### config.mk
export PLATFORM = sky130hd
export DESIGN_NAME = jt12_timer_ctrl_flat
export DESIGN_NICKNAME = d
export VERILOG_FILES = /design/src/rtl/jt12_pkg.sv /design/src/rtl/jt12_timer_ctrl_if.sv /design/src/rtl/jt12_csm_seq.sv /design/src/rtl/jt12_timer_ctrl.sv /design/src/flat_wrapper.sv
export SDC_FILE = /design/constraint.sdc
export NUM_CORES = 1
export LEC_CHECK = 0
export ABC_CLOCK_PERIOD_IN_PS = 1930
export CAP_MARGIN = 5
export CORE_MARGIN = 2
export CORE_UTILIZATION = 42
export CTS_BUF_LIST = sky130_fd_sc_hd__clkbuf_16
export CTS_CLUSTER_DIAMETER = 40
export CTS_CLUSTER_SIZE = 12
export DETAILED_ROUTE_END_ITERATION = 10
export PLACE_DENSITY = 0.74
export SYNTH_ARGS = -nofsm -noshare
export SYNTH_HDL_FRONTEND = slang
export SYNTH_SLANG_ARGS = --single-unit
### constraint.sdc
create_clock -name clk -period 1.93 [get_ports clk]
set_clock_uncertainty 0.2 [all_clocks]
set_input_delay 0.2895 -clock clk [delete_from_list [all_inputs] [get_ports clk]]
set_output_delay 0.2895 -clock clk [all_outputs]
set_load 0.02 [all_outputs]
### src/rtl/jt12_pkg.sv
// jt12_pkg: shared register numbers, channel-3 mode codes and CSM sequencer states
package jt12_pkg;

    localparam logic [7:0] REG_TA_HI = 8'h24;
    localparam logic [7:0] REG_TA_LO = 8'h25;
    localparam logic [7:0] REG_TB    = 8'h26;
    localparam logic [7:0] REG_MODE  = 8'h27;

    localparam logic [1:0] CH3_NORMAL  = 2'b00;
    localparam logic [1:0] CH3_SPECIAL = 2'b01;
    localparam logic [1:0] CH3_CSM     = 2'b10;

    typedef enum logic {
        CSM_IDLE  = 1'b0,
        CSM_KEYON = 1'b1
    } csm_state_t;

endpackage

### src/rtl/jt12_timer_ctrl_if.sv
// jt12_timer_ctrl_if: CPU-side register bus (strobe, A0, data, status readback)
interface jt12_timer_ctrl_if;
    logic       write;
    logic       addr;
    logic [7:0] din;
    logic [7:0] status;

    modport master (output write, addr, din, input status);
    modport slave  (input write, addr, din, output status);
endinterface

### src/rtl/jt12_csm_seq.sv
// jt12_csm_seq: two-state CSM key-on sequencer driven by Timer A overflow
module jt12_csm_seq
    import jt12_pkg::*;
(
    input  logic       clk,
    input  logic       rst,
    input  logic       clk_en,
    input  logic       zero,
    input  logic       load_A,
    input  logic       overflow_A,
    input  logic [1:0] ch3_mode,
    output logic       csm_keyon
);

    csm_state_t state;
    logic csm_on, sample, ovf;

    assign csm_on = ch3_mode == CH3_CSM;
    assign sample = clk_en && zero;
    assign ovf    = csm_on && sample && load_A && overflow_A;

    // key-on spans one sample period; a repeated overflow keeps it held, leaving CSM drops it at once
    always_ff @(posedge clk or posedge rst) begin
        if (rst) begin
            state     <= CSM_IDLE;
            csm_keyon <= 1'b0;
        end else begin
            case (state)
                CSM_IDLE:
                    if (ovf) begin
                        state     <= CSM_KEYON;
                        csm_keyon <= 1'b1;
                    end
                CSM_KEYON:
                    if (!csm_on || (sample && !ovf)) begin
                        state     <= CSM_IDLE;
                        csm_keyon <= 1'b0;
                    end
            endcase
        end
    end

endmodule

### src/rtl/jt12_timer_ctrl.sv
// jt12_timer_ctrl: timer register decode, write-busy counter and CSM key-on control
module jt12_timer_ctrl
    import jt12_pkg::*;
#(
    parameter int BUSY_CYCLES = 32
) (
    input  logic              clk,
    input  logic              rst,
    input  logic              clk_en,
    input  logic              zero,
    input  logic              flag_A,
    input  logic              flag_B,
    input  logic              overflow_A,
    jt12_timer_ctrl_if.slave  bus,
    output logic [9:0]        value_A,
    output logic [7:0]        value_B,
    output logic              load_A,
    output logic              load_B,
    output logic              clr_flag_A,
    output logic              clr_flag_B,
    output logic              enable_irq_A,
    output logic              enable_irq_B,
    output logic [1:0]        ch3_mode,
    output logic              csm_keyon,
    output logic              busy
);

    localparam int BW = $clog2(BUSY_CYCLES + 1);
    localparam logic [BW-1:0] BUSY_LOAD = BW'(BUSY_CYCLES);

    logic [7:0]    reg_sel;
    logic [BW-1:0] busy_cnt;
    logic          addr_wr, data_wr;

    assign addr_wr = bus.write && !bus.addr;
    assign data_wr = bus.write && bus.addr;

    // register-number latch and data-phase decode; clear strobes last one clk
    always_ff @(posedge clk or posedge rst) begin
        if (rst) begin
            reg_sel      <= 8'h00;
            value_A      <= '0;
            value_B      <= '0;
            ch3_mode     <= CH3_NORMAL;
            enable_irq_A <= 1'b0;
            enable_irq_B <= 1'b0;
            load_A       <= 1'b0;
            load_B       <= 1'b0;
            clr_flag_A   <= 1'b0;
            clr_flag_B   <= 1'b0;
        end else begin
            clr_flag_A <= 1'b0;
            clr_flag_B <= 1'b0;
            if (addr_wr) reg_sel <= bus.din;
            if (data_wr) begin
                case (reg_sel)
                    REG_TA_HI: value_A[9:2] <= bus.din;
                    REG_TA_LO: value_A[1:0] <= bus.din[1:0];
                    REG_TB:    value_B      <= bus.din;
                    REG_MODE: begin
                        ch3_mode     <= bus.din[7:6];
                        clr_flag_B   <= bus.din[5];
                        clr_flag_A   <= bus.din[4];
                        enable_irq_B <= bus.din[3];
                        enable_irq_A <= bus.din[2];
                        load_B       <= bus.din[1];
                        load_A       <= bus.din[0];
                    end
                    default: ;
                endcase
            end
        end
    end

    // busy countdown: any data write reloads (taking priority), clk_en counts down to 0
    always_ff @(posedge clk or posedge rst) begin
        if (rst) busy_cnt <= '0;
        else if (data_wr) busy_cnt <= BUSY_LOAD;
        else if (clk_en && busy_cnt != '0) busy_cnt <= busy_cnt - BW'(1);
    end

    assign busy       = busy_cnt != '0;
    assign bus.status = {busy, 5'b0, flag_B, flag_A};

    jt12_csm_seq u_csm (
        .clk        (clk),
        .rst        (rst),
        .clk_en     (clk_en),
        .zero       (zero),
        .load_A     (load_A),
        .overflow_A (overflow_A),
        .ch3_mode   (ch3_mode),
        .csm_keyon  (csm_keyon)
    );

endmodule

### src/flat_wrapper.sv
// flat-port wrapper written by rule: the top's interface ports become plain ports
module jt12_timer_ctrl_flat import jt12_pkg::*;
#(
    parameter int BUSY_CYCLES = 32
)
  (clk, rst, clk_en, zero, flag_A, flag_B, overflow_A, value_A, value_B, load_A, load_B, clr_flag_A, clr_flag_B, enable_irq_A, enable_irq_B, ch3_mode, csm_keyon, busy, bus_write, bus_addr, bus_din, bus_status);
  jt12_timer_ctrl_if bus_i ();
  input  logic clk;
  input  logic rst;
  input  logic clk_en;
  input  logic zero;
  input  logic flag_A;
  input  logic flag_B;
  input  logic overflow_A;
  output logic [9:0] value_A;
  output logic [7:0] value_B;
  output logic load_A;
  output logic load_B;
  output logic clr_flag_A;
  output logic clr_flag_B;
  output logic enable_irq_A;
  output logic enable_irq_B;
  output logic [1:0] ch3_mode;
  output logic csm_keyon;
  output logic busy;
  input wire logic [$bits(bus_i.write)-1:0] bus_write;
  input wire logic [$bits(bus_i.addr)-1:0] bus_addr;
  input wire logic [$bits(bus_i.din)-1:0] bus_din;
  output wire logic [$bits(bus_i.status)-1:0] bus_status;
  assign bus_i.write = bus_write;
  assign bus_i.addr = bus_addr;
  assign bus_i.din = bus_din;
  assign bus_status = bus_i.status;
  jt12_timer_ctrl #(.BUSY_CYCLES(BUSY_CYCLES)) u_core (.clk(clk), .rst(rst), .clk_en(clk_en), .zero(zero), .flag_A(flag_A), .flag_B(flag_B), .overflow_A(overflow_A), .bus(bus_i), .value_A(value_A), .value_B(value_B), .load_A(load_A), .load_B(load_B), .clr_flag_A(clr_flag_A), .clr_flag_B(clr_flag_B), .enable_irq_A(enable_irq_A), .enable_irq_B(enable_irq_B), .ch3_mode(ch3_mode), .csm_keyon(csm_keyon), .busy(busy));
endmodule
; ---- After elaboration in Yosys (flattened, before gate mapping)
; Cells that the tools add are included.
[word_totals]
ff_bits = 42
word_cells = 54
latchBits = 0
mem_bits_rw = 0
mem_bits_ro = 0
output_inout_bits = 36
n_memories = 0
[op_classes]
n_shift = 0
n_lt_le_gt_ge = 0
reduce_logical = 19
n_mul = 0
n_bitwise = 1
n_div = 0
addsub = 1
mux = 12
n_eq_ne = 7
[op_table]
columns = operator, n
row1 = $eq A8 B6 Y1 const B, 4
row2 = $mux W6, 2
row3 = $reduce_and A2 Y1, 5
row4 = $logic_and A1 B1 Y1, 8
row5 = $mux W1, 8
row6 = $reduce_bool A6 Y1, 1
row7 = $sub A6 B1 Y6 const B, 1
row8 = $pmux W1 S2, 2
row9 = $logic_not A1 Y1, 3
row10 = $eq A2 B2 Y1 const B, 1
row11 = $ne A2 B1 Y1 const B, 1
row12 = $ne A2 B2 Y1 const B, 1
row13 = $reduce_bool A2 Y1, 1
row14 = $logic_or A1 B1 Y1, 1
row15 = $not A1 Y1, 1

; ---- Depth between registers and ports, before layout
; Gate-level depths: netlist (run 1).
[depth]
word_depth = 9
ltp_mapped = 5

; ---- Cells and area by module
; From an unflattened synthesis (run 1), not the netlist that was laid out.
[unflattened]
hier_cells = 144
hier_area_um2 = 1865.5
[by_module_without_submodules]
columns = mod, instances, area_each_um2, cells_per_inst, seq_area_each_um2
row1 = jt12_timer_ctrl, 1, 1759.2, 132, 1001.0
row2 = jt12_csm_seq, 1, 106.4, 12, 50.0

; ---- Worst setup path before layout (run 1)
; No wires, ideal clock.
[synth_timing]
kind = reg-to-output
startpoint = register u_core.busy_cnt[0]
endpoint = output port bus_status[7]
n_path_buf = 1
path_slack_ns = -0.270
path_stages_with_launch = 6
arrival_time_ns = 1.710
path_cell_list = dfrtp_1 inv_1 ha_1 or4b_2 nand2b_1 buf_4
[synth_between]
elab_chain_len = 1
[synth_rtl]
columns = element, line
row1 = "start, declared", jt12_timer_ctrl.sv:32  ; logic [BW-1:0] busy_cnt;
row2 = "start signal, assigned", jt12_timer_ctrl.sv:79  ; else if (clk_en && busy_cnt != '0) busy_cnt <= busy_cnt - BW'(1);
row3 = $reduce_bool A6 Y1, jt12_timer_ctrl.sv:82  ; assign busy = busy_cnt != '0;
row4 = "end, declared", flat_wrapper.sv:29  ; output wire logic [$bits(bus_i.status)-1:0] bus_status;
; No other way between the ends.

; ---- Worst setup path in the final report (run 1)
[layout_timing]
startpoint = register u_core.busy_cnt[1]
endpoint = output port bus_status[7]
; Same word-level chain as after synthesis.

==> impl_metrics.ini, run 1 <==
[timing]
layout_setup_ws_ns = -0.199
final_max_slew_viol_count = 0
rsz0062_at_grt = true
worst_hold_slack_ns = 0.148
finalCriticalPeriod_ns = 2.13
timing.final.crit_share_pct = 110
fmax_mhz = 470
hold_viol = 0
finalSetupViolations = 7

[floorplan]
die_h_um = 70.2
dieArea_um2 = 4930
num_rows = 24
die_x_um = 70.2
initial_core_util_pct = 42.9
io_pins = 53
fp.coreArea_um2 = 4290

[detailed_routing]
wl_um = 3990
first_pass_iters = 4
drc_errors = 0
detail-route-antenna-nets = 0
vias = 1322
drt_iter0_markers = 40
routedWlPerCell_um = 15.5
via_per_inst = 5.12

[yosys]
synth_flop_cell = dfrtp_1
ys_warn_count = 0
netlist_top_cells_count = dfrtp_1 (42), mux2_2 (32), buf_4 (8), nand2_1 (8), a21oi_1 (6)
synth.most_common_cell = dfrtp_1
synthDominantCellAreaShare_pct = 57.1
synthArstFlopShare_pct = 100
ys_seq_area_share_pct = 57.1
netlist_area_um2 = 1840
syn-instance-count = 137
postSynthAreaPerCell_um2 = 13.4
synth_edf_count = 0
ys_top_cells_by_area = dfrtp_1 (57%), mux2_2 (20%), buf_4 (3.3%)
yosys.area.top_type = dfrtp_1
synth.distinct_cells = 32
synth_seq_cells = 42

[grt]
antenna_found_initial = 0
grt_pass1_wl_um = 6490
grt_start_max_net_pins = 43
track_usage_pct = 16.9
grt_pass1_vias = 1374
overflow = 0

[run]
max-cap-violations = 0

[status]
status = finished, violations left
violations = setup timing

[clock_network]
tritoncts = built
cts_made_buffers = 5
cts_max_level = 2
clock_latency_ns = 0.28
cts_sinks = 42
clkTransAtPathRegs_ns = 0.06
clock_path_buffers = 2
clock-root-buffer = clkbuf_16

[place]
gp_congestion = 0.721
dp.cells = 245
post-dp-hpwl_um = 2850
portBuffers = 43
dpl_cell_area_um2 = 2460

[final_layout]
multi_input_area_um2 = 769
syn_to_final_growth_pct = 46.9
fin_area_um2 = 2710
num-nets-final = 224
seq_area_um2 = 1050
utilization_pct = 63.0
drive_gt1_share_pct = 38.3
fin_cells = 258
fillers = 324
antenna_cells = 0

[pwr]
irDropWorstVdd_uv = 629
p_leak_nw = 1.27
fin_total_pwr_mw = 2.84
power.density_nw_per_um2 = 1050

[setup_path]
worst_setup_path_end_kind = output port
cp.arrival_ns = 1.64
startpoint_type = flop
r2r_start = u_core.busy_cnt[1]
crit_required_ns = 1.44
path_class = reg2out
crit_start = u_core.busy_cnt[1]
path_max_fanout = 2

[worst_hold_path]
hold_path_class = in2async
==> critical path, stage by stage (launching register included) <==
cell and delay [ns]:
dfrtp_1 0.39, inv_2 0.09, ha_4 0.14, or4b_4 0.45, nand2b_4 0.16, buf_6 0.13
==> registers in the layout, indices dropped and copies added (netlist names) <==
name,count
u_core.load_B,1
u_core.clr_flag_A,1
u_core.ch3_mode,2
u_core.reg_sel,8
u_core.u_csm.csm_keyon,1
u_core.load_A,1
u_core.clr_flag_B,1
u_core.value_A,10
u_core.enable_irq_A,1
u_core.busy_cnt,6
u_core.u_csm.state,1
u_core.enable_irq_B,1
u_core.value_B,8
==> final cells by class <==
type                            instances  area share (%)
Timing Repair Buffer                   67            23.6
Tap cell                               52            2.41
Sequential cell                        42            38.9
Multi-Input combinational cell         84            28.4
Clock buffer                            5            4.63
Inverter                                5           0.694
Clock inverter                          3            1.39
==> power by group <==
| part | switching, mW | leakage, nW | internal (mW) |
|---|---|---|---|
| clock | 0.299 | 0.0864 | 0.600 |
| sequential | 0.0956 | 0.553 | 0.999 |
| combinational | 0.378 | 0.636 | 0.465 |
| total | 0.773 | 1.27 | 2.06 |
==> per-stage QoR <==
stage | setup TNS (ns) | setup slack (ns)
6_report | -0.619 | -0.199
5_1_grt | -0.953 | -0.249
4_1_cts | -0.489 | -0.182
3_5_place_dp | -5.82 | -0.315
3_3_place_gp | -5.16 | -0.278
2_1_floorplan | 0 | 0.0118
==> cell families after synthesis <==
kind of cell / Yosys count / share of synthesized area [%]
AO/OA/AOI/OAI: 15 / 5.50
adder cells (fa/ha/maj): 2 / 1.36
buffers and inverters: 15 / 4.76
flip-flops: 42 / 57.1
multiplexers: 33 / 20.1
other: 1 / 0.204
AND/OR/NAND/NOR: 29 / 11.0
==> final timing paths <==
check | end | slack (ns) | cells after the start
max | bus_status[7] | -0.20 | 5
min | u_core.busy_cnt[3] | 0.15 | 3
max reg2reg | u_core.busy_cnt[1] | -0.14 | 7
min reg2reg | u_core.u_csm.csm_keyon | 0.26 | 1
max in group asynchronous | u_core.clr_flag_A | 1.18 | 3
min in group clk | u_core.busy_cnt[5] | 0.22 | 3
==> placed cells by master (no fill, tap or decap), types with 2 or more instances in the layout <==
cell type / netlist / layout
dfrtp_1: 42 / 42
clkdlybuf4s50_1: 0 / 39
mux2_2: 32 / 32
buf_4: 8 / 21
nand2_1: 8 / 8
a21oi_1: 6 / 5
conb_1: 1 / 5
clkbuf_16: 0 / 5
nor2b_1: 4 / 4
inv_1: 5 / 4
buf_6: 0 / 4
and2_1: 3 / 3
and4bb_2: 2 / 2
or4b_4: 1 / 2
o211ai_1: 2 / 2
nand4b_1: 2 / 2
inv_2: 0 / 2
dlymetal6s2s_1: 0 / 2
==> what timing repair did <==
action	in CTS	in global routing
resized for setup	18	6
setup buffers	4	2
endpoints found under the hold margin	0	0
pin swaps	3	7
hold buffers	0	0
endpoints found under the setup margin	11	13
==> metal layers <==
layer / track usage [%] / share of wire (%) / vias up
met2: 29.1 / 53 / 43
met3: 5.34 / 5.7 / 6
met1: 20.2 / 41 / 649
met4: 4.91 / 0.80 / 0
li1: - / - / 624
met5: 0 / 0 / -
Power figures use the tool's default switching activity.
==> inputs of run 2 (changes only) <==
--- a/config.mk
+++ b/config.mk
@@ -7,7 +7,7 @@
 export LEC_CHECK = 0
 export ABC_CLOCK_PERIOD_IN_PS = 1930
 export CAP_MARGIN = 5
-export CORE_MARGIN = 2
+export CORE_MARGIN = 3
 export CORE_UTILIZATION = 42
 export CTS_BUF_LIST = sky130_fd_sc_hd__clkbuf_16
 export CTS_CLUSTER_DIAMETER = 40
==> impl_metrics.ini, run 2 (synthesis results as in run 1) <==
[detailed_routing]
vias = 1335
first_pass_iters = 4
detail-route-antenna-nets = 0
drc_errors = 0
wl_um = 4140
drt_iter0_markers = 47
via_per_inst = 5.19
routedWlPerCell_um = 16.1

[timing]
timing.final.crit_share_pct = 110
hold_viol = 0
setup_tns_ns = -0.715
worst_hold_slack_ns = 0.110
rsz0062_at_grt = true
fmax_mhz = 470
tightest_slew_ns = 0.543
finalSetupViolations = 5
maxSlewHeadroom_pct = 63.6
finalCriticalPeriod_ns = 2.13
final_max_slew_viol_count = 0
layout_setup_ws_ns = -0.200

[clock_network]
tritoncts = built
cts_max_level = 2
clock_latency_ns = 0.28
clock-root-buffer = clkbuf_16
cts_sinks = 42
cts_made_buffers = 5
hold_buffers = 0
clock_path_buffers = 2
clkTransAtPathRegs_ns = 0.06

[final_layout]
num-nets-final = 225
fillers = 301
drive_gt1_share_pct = 38.2
reg.largest.list = u_core.value_A (10), u_core.reg_sel (8), u_core.value_B (8)
final_cell_mix = dfrtp_1 (42), clkdlybuf4s50_1 (39), mux2_2 (32)
antenna_cells = 0
syn_to_final_growth_pct = 45.4
largest_reg_flops = 10
fin_cells = 257
top_register = u_core.value_A
layout_commonest_cell = dfrtp_1

[setup_path]
path_class = reg2out
path_max_fanout = 3
cp.arrival_ns = 1.64
startpoint_type = flop
crit_required_ns = 1.44
worst_setup_path_end_kind = output port

[pwr]
p_leak_nw = 1.26
irDropWorstVdd_uv = 633
fin_total_pwr_mw = 2.67
power.density_nw_per_um2 = 997

[place]
portBuffers = 43
pre_cts_ws_ns = -0.348
dp.cells = 246
gp_congestion = 0.866
post-dp-hpwl_um = 3130

[floorplan]
die_x_um = 72.2
fp.coreArea_um2 = 4120
initial_core_util_pct = 44.8
die_h_um = 72.2
dieArea_um2 = 5220
io_pins = 53
num_rows = 23

[grt]
grt_start_max_net_pins = 20
track_usage_pct = 17.6
grt_pass1_vias = 1486
overflow = 0
grt_pass1_wl_um = 7020
antenna_found_initial = 0

[worst_hold_path]
hold_path_class = in2async

[status]
violations = setup timing
status = finished, violations left

[run]
max-cap-violations = 0
==> run 2: per-layer routing <==
layer  share of wire (%)  wire length, um  global-route usage, %
met4                 1.8               76                   5.85
met3                 4.3              180                   5.54
met5                   0                0                      0
met2                  53             2190                   30.8
met1                  41             1690                   20.4
==> run 2: layout make-up <==
type / count / area, um^2 / area share (%)
clock buffer: 5 / 125 / 4.67
clock inverter: 3 / 21.3 / 0.794
inverter: 5 / 18.8 / 0.701
multi-input combinational: 84 / 757 / 28.3
sequential: 42 / 1050 / 39.3
tap: 50 / 62.6 / 2.34
timing repair buffer: 68 / 642 / 24.0
==> run 2: metrics by stage <==
| step | cell area [um^2] | util [%] |
|---|---|---|
| 5_1_grt | 2680 | 65.1 |
| 2_1_floorplan | 1870 | - |
| 4_1_cts | 2670 | 64.8 |
| 6_report | 2680 | 65.1 |
| 3_3_place_gp | 2480 | 60.2 |
| 3_5_place_dp | 2480 | 60.2 |
==> run 2: final timing paths <==
kind,to,slack [ns],from,cells past startpoint
worst max-delay path,bus_status[7],-0.20,u_core.busy_cnt[1],5
worst min-delay path,u_core.value_A[6],0.11,rst,2
worst max register to register,u_core.busy_cnt[1],-0.14,u_core.busy_cnt[1],7
worst min register to register,u_core.u_csm.csm_keyon,0.26,u_core.u_csm.state,1
max in group asynchronous,u_core.enable_irq_B,0.93,rst,3
min in group clk,u_core.busy_cnt[2],0.25,bus_write,3
==> run 2: timing repair <==
item	in CTS	in global routing
endpoints found under the setup margin	12	19
buffers inserted	2	3
pin swaps	1	7
gates resized for setup	18	3
gates cloned	0	0
==> run 2: worst max-delay path: stages (launching register included) <==
cell,delay [ns]
dfrtp_1,0.38
inv_2,0.09
ha_4,0.14
or4b_4,0.46
nand2b_4,0.16
buf_6,0.13
==> run 2: report_power, final <==
group          switching (mW)  internal (mW)  leakage, nW
Combinational           0.345          0.429        0.634
Clock                   0.329          0.478       0.0698
Sequential             0.0902          0.999        0.553
Total                   0.764           1.91         1.26
==> inputs of run 3 (changes only) <==
--- a/config.mk
+++ b/config.mk
@@ -13,7 +13,8 @@
 export CTS_CLUSTER_DIAMETER = 40
 export CTS_CLUSTER_SIZE = 12
 export DETAILED_ROUTE_END_ITERATION = 10
-export PLACE_DENSITY = 0.74
+export GPL_ROUTABILITY_DRIVEN = 0
+export PLACE_DENSITY = 0.87
 export SYNTH_ARGS = -nofsm -noshare
 export SYNTH_HDL_FRONTEND = slang
 export SYNTH_SLANG_ARGS = --single-unit
==> impl_metrics.ini, run 3 (synthesis results as in run 1) <==
[status]
status = finished, violations left
violations = setup timing

[final_layout]
num-nets-final = 223
largest_reg_flops = 10
drive_gt1_share_pct = 38.0
top_register = u_core.value_A
final_cell_mix = dfrtp_1 (42), clkdlybuf4s50_1 (38), mux2_2 (32)
syn_to_final_growth_pct = 44.8
layout_commonest_cell = dfrtp_1
utilization_pct = 64.8
reg.largest.list = u_core.value_A (10), u_core.reg_sel (8), u_core.value_B (8)
antenna_cells = 0

[detailed_routing]
first_pass_iters = 5
wl_um = 3860
drt_iter0_markers = 53
routedWlPerCell_um = 15.1
detail-route-antenna-nets = 0
drc_errors = 0
via_per_inst = 5.20
vias = 1326

[floorplan]
num_rows = 23
fp.coreArea_um2 = 4120
die_h_um = 72.2
io_pins = 53
dieArea_um2 = 5220
initial_core_util_pct = 44.8
die_x_um = 72.2

[setup_path]
rr_worst_depth = 7
crit_slowest_cell = or4b_4
r2r_slack_ns = -0.12
crit_start = u_core.busy_cnt[1]
path_class = reg2out
r2r_start = u_core.busy_cnt[1]
cp_cell_sequence = inv_2, ha_4, or4b_4, nand2b_4, buf_6
crit_required_ns = 1.44
slowest_delay_ns = 0.46
cp.arrival_ns = 1.63
path_max_fanout = 3
worst_setup_path_end_kind = output port
startpoint_type = flop

[grt]
overflow = 0
antenna_found_initial = 0
grt_pass1_wl_um = 6620
grt_start_max_net_pins = 43
track_usage_pct = 16.4
grt_pass1_vias = 1415

[timing]
hold_viol = 0
final_max_slew_viol_count = 0
timing.final.crit_share_pct = 110
layout_setup_ws_ns = -0.189
rsz0062_at_grt = true
fmax_mhz = 472
finalSetupViolations = 5
worst_hold_slack_ns = 0.162
finalCriticalPeriod_ns = 2.12

[worst_hold_path]
hold_path_class = in2async

[place]
portBuffers = 43
pre_cts_ws_ns = -0.313
post-dp-hpwl_um = 2790

[run]
max-cap-violations = 0

[clock_network]
clock_latency_ns = 0.28
clkTransAtPathRegs_ns = 0.06
cts_max_level = 2
cts_made_buffers = 5
tritoncts = built
hold_buffers = 0
clock_path_buffers = 2
cts_sinks = 42
clock-root-buffer = clkbuf_16

[pwr]
irDropWorstVdd_uv = 531
power.density_nw_per_um2 = 1000
fin_total_pwr_mw = 2.67
p_leak_nw = 1.24
[run 3: cell type report]
type | count | area (um^2)
multi-input cells | 84 | 767
flip-flops and latches | 42 | 1050
repair buffers | 66 | 626
clock inverters | 3 | 16.3
well taps | 50 | 62.6
inverters | 5 | 18.8
fillers | 308 | 1450
clock buffers | 5 | 125
[run 3: worst paths after layout]
path	to
max	bus_status[7]
min	u_core.u_csm.state
max reg2reg	u_core.busy_cnt[1]
min reg2reg	u_core.u_csm.csm_keyon
max in group asynchronous	u_core.enable_irq_B
min in group clk	u_core.u_csm.csm_keyon
[run 3: repair_timing]
action                     CTS  global route
gates cloned                 0             0
pin swaps                    4             5
buffers inserted             3             1
resized for setup           20             5
setup endpoints to repair   13            11
[run 3: power by group]
part           internal, mW  switching (mW)  total, mW  leakage (nW)
Sequential            0.999          0.0741       1.07         0.553
Clock                 0.471           0.318      0.790        0.0672
Combinational         0.443           0.368      0.810         0.618
Total                  1.91           0.760       2.67          1.24
[run 3: metal layers]
layer  vias to the layer above  global-route usage (%)  routed length, um
met1                       656                    20.0               1580
met5                         -                       0                  0
met3                         8                    6.37                295
met2                        48                    26.6               1920
li1                        614                       -                  -
met4                         0                    5.22                 65
[run 3: critical path: cells and delay by family (launching register included)]
kind / cells / cell delay, ns
AND/OR/NAND/NOR: 2 / 0.62
adder cells (fa/ha/maj): 1 / 0.13
flip-flops: 1 / 0.39
buffers and inverters: 2 / 0.21
[run 3: metrics by stage]
stage          instance area, um^2  setup TNS (ns)  cells
2_1_floorplan                 1870               0    141
3_3_place_gp                  2460           -6.57    244
6_report                      2670          -0.606    255
4_1_cts                       2630          -0.454    254
3_5_place_dp                  2460           -6.80    244
5_1_grt                       2670          -0.972    255
